<file path="src/rtl/adder_pkg.sv">
// -----------------------------------------------------------------------------
// adder_pkg
//   Shared helpers for the pipelined adder/subtractor.
//
//   chunk_w(width, stages)   : bits handled by one pipeline slice.
//   stages_ok(width, stages) : geometry check (stages >= 1, stages divides width),
//                              evaluated at elaboration time by adder_pipe_n.
// -----------------------------------------------------------------------------
package adder_pkg;

    // Width of one carry-chained slice. A zero stage count is guarded so the
    // helper itself never divides by zero; stages_ok() rejects that case.
    function automatic int chunk_w(input int width, input int stages);
        return (stages >= 1) ? (width / stages) : width;
    endfunction

    // True when the requested pipeline geometry is legal.
    function automatic bit stages_ok(input int width, input int stages);
        return (stages >= 1) && (width >= 1) && ((width % stages) == 0);
    endfunction

endpackage : adder_pkg

</file>
<file path="src/rtl/adder_slice.sv">
// -----------------------------------------------------------------------------
// adder_slice
//   Combinational W-bit ripple slice: {co, s} = a + b + ci.
//   One instance per pipeline stage; the carry out of slice k is registered and
//   becomes the carry in of slice k+1.
//
//   Ports
//     a, b  in  W   operand bits of this slice (b already inverted for subtract)
//     ci    in  1   carry in
//     s     out W   slice sum
//     co    out 1   carry out of the slice MSB
// -----------------------------------------------------------------------------
module adder_slice #(
    parameter int W = 4
) (
    input  logic [W-1:0] a,
    input  logic [W-1:0] b,
    input  logic         ci,
    output logic [W-1:0] s,
    output logic         co
);

    // Widen to W+1 bits so the carry falls out of the top bit of the sum.
    logic [W:0] total;

    assign total = {1'b0, a} + {1'b0, b} + {{W{1'b0}}, ci};
    assign s     = total[W-1:0];
    assign co    = total[W];

endmodule : adder_slice

</file>
<file path="src/rtl/adder_pipe_n.sv">
// -----------------------------------------------------------------------------
// adder_pipe_n
//   Pipelined two's-complement adder/subtractor with valid/ready handshakes.
//   The WIDTH-bit add is cut into STAGES slices of CHUNK bits; each stage adds
//   one slice using the carry registered by the previous stage. Operands and
//   the partial sum travel with the beat so every stage sees aligned data.
//
//   Parameters
//     WIDTH   operand / sum width (default 8)
//     STAGES  pipeline depth, must divide WIDTH (default 2)
//
//   Ports
//     clk        in   1      clock, rising edge
//     rst        in   1      synchronous active-high reset
//     in_valid   in   1      operand beat valid
//     in_ready   out  1      beat accepted this cycle (combinational from out_ready)
//     a, b       in   WIDTH  operands
//     cin        in   1      carry in
//     sub        in   1      0: a+b+cin, 1: a+~b+cin
//     out_valid  out  1      result valid
//     out_ready  in   1      consumer takes the result
//     s          out  WIDTH  sum / difference
//     cout       out  1      carry out of bit WIDTH-1
//     ovf        out  1      signed overflow
// -----------------------------------------------------------------------------
module adder_pipe_n
    import adder_pkg::*;
#(
    parameter int WIDTH  = 8,
    parameter int STAGES = 2
) (
    input  logic             clk,
    input  logic             rst,
    input  logic             in_valid,
    output logic             in_ready,
    input  logic [WIDTH-1:0] a,
    input  logic [WIDTH-1:0] b,
    input  logic             cin,
    input  logic             sub,
    output logic             out_valid,
    input  logic             out_ready,
    output logic [WIDTH-1:0] s,
    output logic             cout,
    output logic             ovf
);

    localparam int CHUNK = chunk_w(WIDTH, STAGES);
    localparam int LAST  = STAGES - 1;
    localparam int MSB   = WIDTH - 1;

    // Reject illegal geometry while elaborating rather than building a
    // silently truncated adder.
    if (!stages_ok(WIDTH, STAGES)) begin : g_bad_geometry
        $error("adder_pipe_n: STAGES=%0d must be >= 1 and divide WIDTH=%0d",
               STAGES, WIDTH);
    end

    // -------------------------------------------------------------------------
    // Stage registers. Element k holds the beat that has passed stage k:
    //   a_q / b_q : full operands (b already conditioned by sub)
    //   s_q       : sum bits [0 .. (k+1)*CHUNK-1] valid, upper bits zero
    //   c_q       : carry out of slice k
    //   v_q       : beat present
    // -------------------------------------------------------------------------
    logic [WIDTH-1:0] a_q [STAGES];
    logic [WIDTH-1:0] b_q [STAGES];
    logic [WIDTH-1:0] s_q [STAGES];
    logic             c_q [STAGES];
    logic             v_q [STAGES];

    logic             advance;
    logic [WIDTH-1:0] b_eff;

    // The whole pipe moves as one: it only stalls when a result is waiting
    // and the consumer is not taking it.
    assign out_valid = v_q[LAST];
    assign advance   = !out_valid || out_ready;
    assign in_ready  = advance;

    assign b_eff = b ^ {WIDTH{sub}};

    for (genvar k = 0; k < STAGES; k++) begin : g_stage
        logic [WIDTH-1:0] a_in;
        logic [WIDTH-1:0] b_in;
        logic [WIDTH-1:0] s_in;
        logic             c_in;
        logic             v_in;
        logic [CHUNK-1:0] sum_chunk;
        logic             co;
        logic [WIDTH-1:0] s_next;

        if (k == 0) begin : g_head
            assign a_in = a;
            assign b_in = b_eff;
            assign s_in = '0;
            assign c_in = cin;
            assign v_in = in_valid;
        end else begin : g_body
            assign a_in = a_q[k-1];
            assign b_in = b_q[k-1];
            assign s_in = s_q[k-1];
            assign c_in = c_q[k-1];
            assign v_in = v_q[k-1];
        end

        adder_slice #(
            .W (CHUNK)
        ) u_slice (
            .a  (a_in[k*CHUNK +: CHUNK]),
            .b  (b_in[k*CHUNK +: CHUNK]),
            .ci (c_in),
            .s  (sum_chunk),
            .co (co)
        );

        // Drop this slice's sum into the partial result carried by the beat.
        // NOTE: every variable assigned in always_comb gets a full default first
        // so no path leaves it unassigned, which would infer a latch.
        always_comb begin
            s_next = s_in;
            s_next[k*CHUNK +: CHUNK] = sum_chunk;
        end

        // NOTE: sequential state uses non-blocking assignments so every stage
        // samples the previous stage's pre-edge value, independent of block order.
        // Data registers are reset along with the valid bits so s/cout/ovf read
        // zero after reset; they load only under a valid beat, so operands
        // offered with in_valid=0 never reach the result registers.
        always_ff @(posedge clk) begin
            if (rst) begin
                v_q[k] <= 1'b0;
                a_q[k] <= '0;
                b_q[k] <= '0;
                s_q[k] <= '0;
                c_q[k] <= 1'b0;
            end else if (advance) begin
                v_q[k] <= v_in;
                if (v_in) begin
                    a_q[k] <= a_in;
                    b_q[k] <= b_in;
                    s_q[k] <= s_next;
                    c_q[k] <= co;
                end
            end
        end
    end

    // -------------------------------------------------------------------------
    // Result. Overflow is derived from the operand copies that travelled with
    // the beat: same-sign operands producing a sum of the other sign.
    // -------------------------------------------------------------------------
    assign s    = s_q[LAST];
    assign cout = c_q[LAST];
    assign ovf  = (a_q[LAST][MSB] == b_q[LAST][MSB]) &&
                  (s_q[LAST][MSB] != a_q[LAST][MSB]);

endmodule : adder_pipe_n

</file>
<file path="config.mk">
export PLATFORM = sky130hd
export DESIGN_NAME = adder_pipe_n
export DESIGN_NICKNAME = d
export VERILOG_FILES = /design/src/rtl/adder_pkg.sv /design/src/rtl/adder_slice.sv /design/src/rtl/adder_pipe_n.sv
export SDC_FILE = /design/constraint.sdc
export NUM_CORES = 1
export LEC_CHECK = 0
export CORE_MARGIN = 3
export CORE_UTILIZATION = 40
export CTS_CLUSTER_DIAMETER = 40
export DETAILED_ROUTE_END_ITERATION = 12
export PLACE_DENSITY = 0.7
export SKIP_CTS_REPAIR_TIMING = 1
export SLEW_MARGIN = 20
export SYNTH_ARGS = -nofsm -noshare
export SYNTH_HDL_FRONTEND = slang
export SYNTH_SLANG_ARGS = --single-unit
</file>
<file path="constraint.sdc">
create_clock -name clk -period 1.9 [get_ports clk]
set_input_delay 0.285 -clock clk [delete_from_list [all_inputs] [get_ports clk]]
set_output_delay 0.285 -clock clk [all_outputs]
set_load 0.02 [all_outputs]
</file>
==> impl_metrics.json, run 1 <==
{
  "tightest_slew_ns": 0.390,
  "rsz0062_at_grt": "false",
  "tritoncts": "built",
  "critPathMaxFanout": 2,
  "grt_pass1_wl_um": 3380,
  "max_freq_mhz": 540,
  "antenna_found_initial": 0,
  "ff2ff_setup_slack_ns": 0.23,
  "hp-start": "s_q[0][0]",
  "path_class": "input pin to flip-flop",
  "crit_chain": "clkdlybuf4s50_1, xor2_2, fa_2, fa_2, a21o_1, a21oi_1, nor2_1",
  "slew_headroom_pct": 74.0,
  "ant_nets": 0,
  "power.total_mw": 1.37,
  "num_antenna_cells": 0,
  "slowest_delay_ns": 0.45,
  "synth_top_cell_area_share_pct": 57.1,
  "drtIter0Drc": 12,
  "vias": 826,
  "drt-pass1-iter-count": 4,
  "hold-worst-slack_ns": 0.538,
  "min_to": "s_q[1][0]",
  "leakage_nw": 0.751,
  "setup-violations-final": 0,
  "startpoint_type": "input pin",
  "final_common_cell": "clkdlybuf4s50_1",
  "period_minus_slack_ns": 1.85,
  "run_status": "finished clean",
  "syn_area_per_cell_um2": 13.7,
  "grt_use_total_pct": 10.8,
  "most-common-layout-cells": "clkdlybuf4s50_1 (31), edfxtp_1 (26), and2_1 (13)",
  "dp_cells": 180,
  "drive_gt1_share_pct": 14.3,
  "initial_core_util_pct": 43.3,
  "cts.sinks": 26,
  "synthCells": 100,
  "slew_violations": 0,
  "r2r_cells": 6,
  "fin_cells": 184,
  "synth_area_leaders": "edfxtp_1 (57%), and2_1 (6.0%), fa_1 (5.9%)",
  "worstPathRequired_ns": 2.00,
  "synth_top_cell_by_area": "edfxtp_1",
  "r2r-end": "c_q[1]",
  "core_region_area_um2": 3150,
  "ys_warn_count": 0,
  "powerDensity_nw_per_um2": 740,
  "final_hold_viol_count": 0,
  "ctsRootBufferMaster": "clkbuf_4",
  "drc_errors": 0,
  "endpoint_kind": "flip-flop",
  "r2r-start": "b_q[0][4]",
  "cpMostUsedCell": "fa_2",
  "ioPinCount": 34,
  "insertion_delay_ns": 0.33,
  "wl_um": 2040,
  "syn-num-nets": 132,
  "yosys.cell_types.count": 25,
  "drt-wirelength-per-cell_um": 11.1,
  "ir_worst_vdd_uv": 267,
  "min_path_type": "flip-flop to flip-flop",
  "grt_max_degree": 16,
  "slowest_stage": "clkdlybuf4s50_1",
  "timing.final.crit_share_pct": 97.5,
  "cts-buffers-inserted": 3,
  "dieArea_um2": 4150,
  "hold_depth": 1,
  "setup_tns_ns": 0,
  "routabilityCongestion": 0.722,
  "grt_overflow": 0,
  "max_cap_violations": 0,
  "seq_area_frac_synth_pct": 57.1,
  "clk_pin_slew_ns": 0.14,
  "viasPerCell": 4.49,
  "h-tree-depth": 1,
  "port_buffers": 33,
  "nNetsFinal": 173,
  "rows": 20,
  "fin_skew_ns": 0.00619,
  "die_x_um": 64.4,
  "worstPathArrival_ns": 1.96,
  "clk_path_buf_depth": 2,
  "placed_cell_area_um2": 1780,
  "place_hpwl_um": 1670,
  "syn-cell-area_um2": 1370,
  "final_area_um2": 1850,
  "syn_to_final_growth_pct": 35.2,
  "die-height_um": 64.4,
  "grt_pass1_vias": 849,
  "ys_ff_latch": 26
}
## flip-flops by register name (all words and copies together), names as in the netlist
register / cells
v_q: 2
b_q: 5
a_q: 5
s_q: 12
c_q: 2
## cell type report
| class | instances | area [µm²] |
|---|---|---|
| clock buffer | 3 | 22.5 |
| clock inverter | 1 | 30.0 |
| fill | 286 | 1310 |
| inverter | 6 | 25.0 |
| multi-input combinational | 66 | 561 |
| sequential | 26 | 781 |
| tap | 44 | 55.1 |
| timing repair buffer | 38 | 373 |
## logic make-up (layout without fill, tap and decap cells)
kind of cell / after synthesis / count (layout) / synth area share (%)
AOI/OAI and AO/OA: 11 / 11 / 4.94
xor gates and xnor gates: 9 / 9 / 5.77
adders and majority gates: 10 / 10 / 11.4
and+or+nand+nor: 36 / 36 / 17.5
DFF: 26 / 26 / 57.1
buffers and inverters: 8 / 48 / 3.30
## stage by stage
stage / worst slack (ns) / util, %
after floorplan: 0.00640 / -
after global placement: -0.391 / 56.5
after detailed placement: -0.416 / 56.5
after CTS: -0.0485 / 58.2
after global routing: 0.0274 / 58.6
final: 0.0476 / 58.6
## critical path: cells and delay by family
family / cells / cell delay, ns
compound gates: 2 / 0.28
simple gates: 1 / 0.05
buf+inv: 1 / 0.45
fa+ha+maj: 2 / 0.70
xor+xnor: 1 / 0.19
## cell usage after synthesis, drive strengths merged
cell	instances
a21boi	2
a21o	3
o21ai	2
inv	6
nand3b	2
nand3	2
fa	4
and2	13
xnor2	5
xor2	4
nor3	3
ha	6
or2	1
nand2b	1
buf	2
a21oi	4
nor2	8
nand2	2
and3b	2
edfxtp	26
nor2b	2
## metal layers
metal	GRT usage (%)	routed length (µm)	vias up
met2	20.5	1080	30
met1	10.1	780	368
met4	7.92	65	0
met5	0	0	-
met3	1.91	119	5
li1	-	-	423
## how the worst max path moves through the flow
stage / start / end / depth (start not counted)
2_1_floorplan: sub / c_q[0] / 7
4_1_cts: sub / c_q[0] / 7
3_5_place_dp: sub / s_q[0][2] / 7
6_report: b[0] / c_q[0] / 7
3_3_place_gp: sub / c_q[0] / 7
5_1_grt: b[0] / c_q[0] / 7
## report_power, final
group | switching [mW] | leakage, nW | internal (mW) | total (mW)
logic | 0.131 | 0.440 | 0.156 | 0.287
registers | 0.0174 | 0.283 | 0.685 | 0.703
clock network | 0.164 | 0.0279 | 0.214 | 0.377
(Power assumes the default switching activity.)
==> run 2: changes to the inputs <==
--- a/config.mk
+++ b/config.mk
@@ -9,7 +9,7 @@
 export CORE_UTILIZATION = 40
 export CTS_CLUSTER_DIAMETER = 40
 export DETAILED_ROUTE_END_ITERATION = 12
-export PLACE_DENSITY = 0.7
+export PLACE_DENSITY = 0.67
 export SKIP_CTS_REPAIR_TIMING = 1
 export SLEW_MARGIN = 20
 export SYNTH_ARGS = -nofsm -noshare
==> constraint.sdc (replaced) <==
create_clock -name clk -period 2.2 [get_ports clk]
set_input_delay 0.33 -clock clk [delete_from_list [all_inputs] [get_ports clk]]
set_output_delay 0.33 -clock clk [all_outputs]
set_load 0.02 [all_outputs]
==> impl_metrics.json, run 2 (synthesized netlist as in run 1, its figures left out) <==
{
  "run_status": "finished clean",
  "grt_pass1_wl_um": 3570,
  "p_switching_mw": 0.248,
  "timing.final.crit_share_pct": 94.8,
  "slowest_delay_ns": 0.45,
  "critPathMaxFanout": 2,
  "ff_latch_area_um2": 781,
  "cts-buffers-inserted": 3,
  "dieArea_um2": 4150,
  "endpoint_kind": "flip-flop",
  "insertion_delay_ns": 0.31,
  "drt-pass1-iter-count": 4,
  "port_buffers": 33,
  "rsz0062_at_grt": "false",
  "ctsRootBufferMaster": "clkbuf_4",
  "cts.sinks": 26,
  "drtIter0Drc": 6,
  "num_antenna_cells": 0,
  "dp_cells": 177,
  "startpoint_type": "input pin",
  "seq_power_share_pct": 59.2,
  "multiInputGateArea_um2": 541,
  "crit_buf_inv": 1,
  "path_class": "input pin to flip-flop",
  "routabilityCongestion": 0.700,
  "initial_core_util_pct": 43.3,
  "max_freq_mhz": 479,
  "grt_pass1_vias": 857,
  "grt_overflow": 0,
  "combPwrFrac_pct": 22.7,
  "core_region_area_um2": 3150,
  "cpMostUsedCell": "fa_1",
  "drive_gt1_share_pct": 8.82,
  "worstPathArrival_ns": 2.17,
  "period_minus_slack_ns": 2.09,
  "leakage_nw": 0.694,
  "die-height_um": 64.4,
  "fin_skew_ns": 0.00642,
  "clk_pin_slew_ns": 0.13,
  "syn_to_final_growth_pct": 29.5,
  "pwr-share-clk_pct": 18.2,
  "fillers": 274,
  "ioPinCount": 34,
  "setup-violations-final": 0,
  "nNetsFinal": 170,
  "final_common_cell": "clkdlybuf4s50_1",
  "drc_errors": 0,
  "wl_um": 2100,
  "h-tree-depth": 1,
  "final_area_um2": 1770,
  "setup_tns_ns": 0,
  "fin_cells": 180,
  "antenna_found_initial": 0,
  "sw_frac_of_total_pct": 24.1,
  "critPathTopFamily": "adder cells",
  "ir_worst_vdd_uv": 203,
  "vias": 813,
  "min_path_type": "flip-flop to flip-flop",
  "ant_nets": 0,
  "clk_path_buf_depth": 2,
  "place_hpwl_um": 1780,
  "power.total_mw": 1.03,
  "internal_power_mw": 0.782,
  "placed_cell_area_um2": 1750,
  "max_cap_violations": 0,
  "slew_headroom_pct": 66.9,
  "regMostFlops": "s_q",
  "largest_reg_flops": 12,
  "crit_chain": "clkdlybuf4s50_1, xor2_1, fa_1, fa_1, a21o_1, a21oi_1, nor2_1",
  "viasPerCell": 4.52,
  "rows": 20,
  "slowest_stage": "clkdlybuf4s50_1",
  "die_x_um": 64.4,
  "worstPathRequired_ns": 2.28,
  "grt_max_degree": 14,
  "drt-wirelength-per-cell_um": 11.7,
  "most-common-layout-cells": "clkdlybuf4s50_1 (33), edfxtp_1 (26), and2_1 (13)",
  "powerDensity_nw_per_um2": 582,
  "tightest_slew_ns": 0.496,
  "slew_violations": 0,
  "final_hold_viol_count": 0,
  "grt_use_total_pct": 11.0,
  "tritoncts": "built",
  "largestRegisters": "s_q: 12 flops, a_q: 5 flops, b_q: 5 flops",
  "hold-worst-slack_ns": 0.559
}
[run 2: layout make-up]
| cell class | count | share of cell area, % |
|---|---|---|
| tap | 44 | 3.11 |
| timing repair buffer | 35 | 19.5 |
| clock buffer | 3 | 1.27 |
| multi-input combinational | 66 | 30.6 |
| inverter | 6 | 1.41 |
| sequential | 26 | 44.1 |
[run 2: through the flow]
step           util (%)  setup WS (ns)
6_report           56.1          0.113
5_1_grt            56.1         0.0663
4_1_cts            56.1          0.116
3_5_place_dp       55.4         -0.213
3_3_place_gp       55.4         -0.171
2_1_floorplan         -          0.125
[run 2: power by group through the flow]
stage	clock network [mW]	logic (mW)	registers (mW)
after global routing	0.212	0.260	0.615
final	0.187	0.234	0.609
after CTS	0.195	0.238	0.610
after global placement	0	0.230	0.618
after floorplan	0	0.117	0.636
after detailed placement	0	0.237	0.622
[run 2: path summary, 6_finish.rpt]
| check | end | slack, ns | cells past startpoint | start |
|---|---|---|---|---|
| setup / recovery | c_q[0] | 0.11 | 7 | sub |
| hold / removal | s_q[1][2] | 0.56 | 1 | s_q[0][2] |
| setup reg to reg | c_q[1] | 0.49 | 6 | b_q[0][4] |
| hold reg to reg | s_q[1][2] | 0.56 | 1 | s_q[0][2] |
[run 2: worst reg2reg max path, cell delays in order, from the launching register on]
cell	delay, ns
edfxtp_1	0.42
fa_1	0.47
inv_1	0.09
fa_1	0.19
nor2b_1	0.06
o21ai_0	0.16
a21oi_1	0.09
[run 2: per-layer routing]
| layer | routed length, µm | GRT usage [%] | vias up | share of wire (%) |
|---|---|---|---|---|
| met4 | 43 | 5.01 | 0 | 2.0 |
| met5 | 0 | 0 | - | 0 |
| li1 | - | - | 420 | - |
| met2 | 1160 | 21.6 | 29 | 55 |
| met3 | 105 | 1.91 | 4 | 5.0 |
| met1 | 800 | 11.0 | 360 | 38 |
==> run 3: changes to the inputs <==
--- a/config.mk
+++ b/config.mk
@@ -9,6 +9,7 @@
 export CORE_UTILIZATION = 40
 export CTS_CLUSTER_DIAMETER = 40
 export DETAILED_ROUTE_END_ITERATION = 12
+export GPL_TIMING_DRIVEN = 1
 export PLACE_DENSITY = 0.67
 export SKIP_CTS_REPAIR_TIMING = 1
 export SLEW_MARGIN = 20
==> results of run 3 <==
Same layout as run 2: the final DEF is identical, and so are final timing and power.
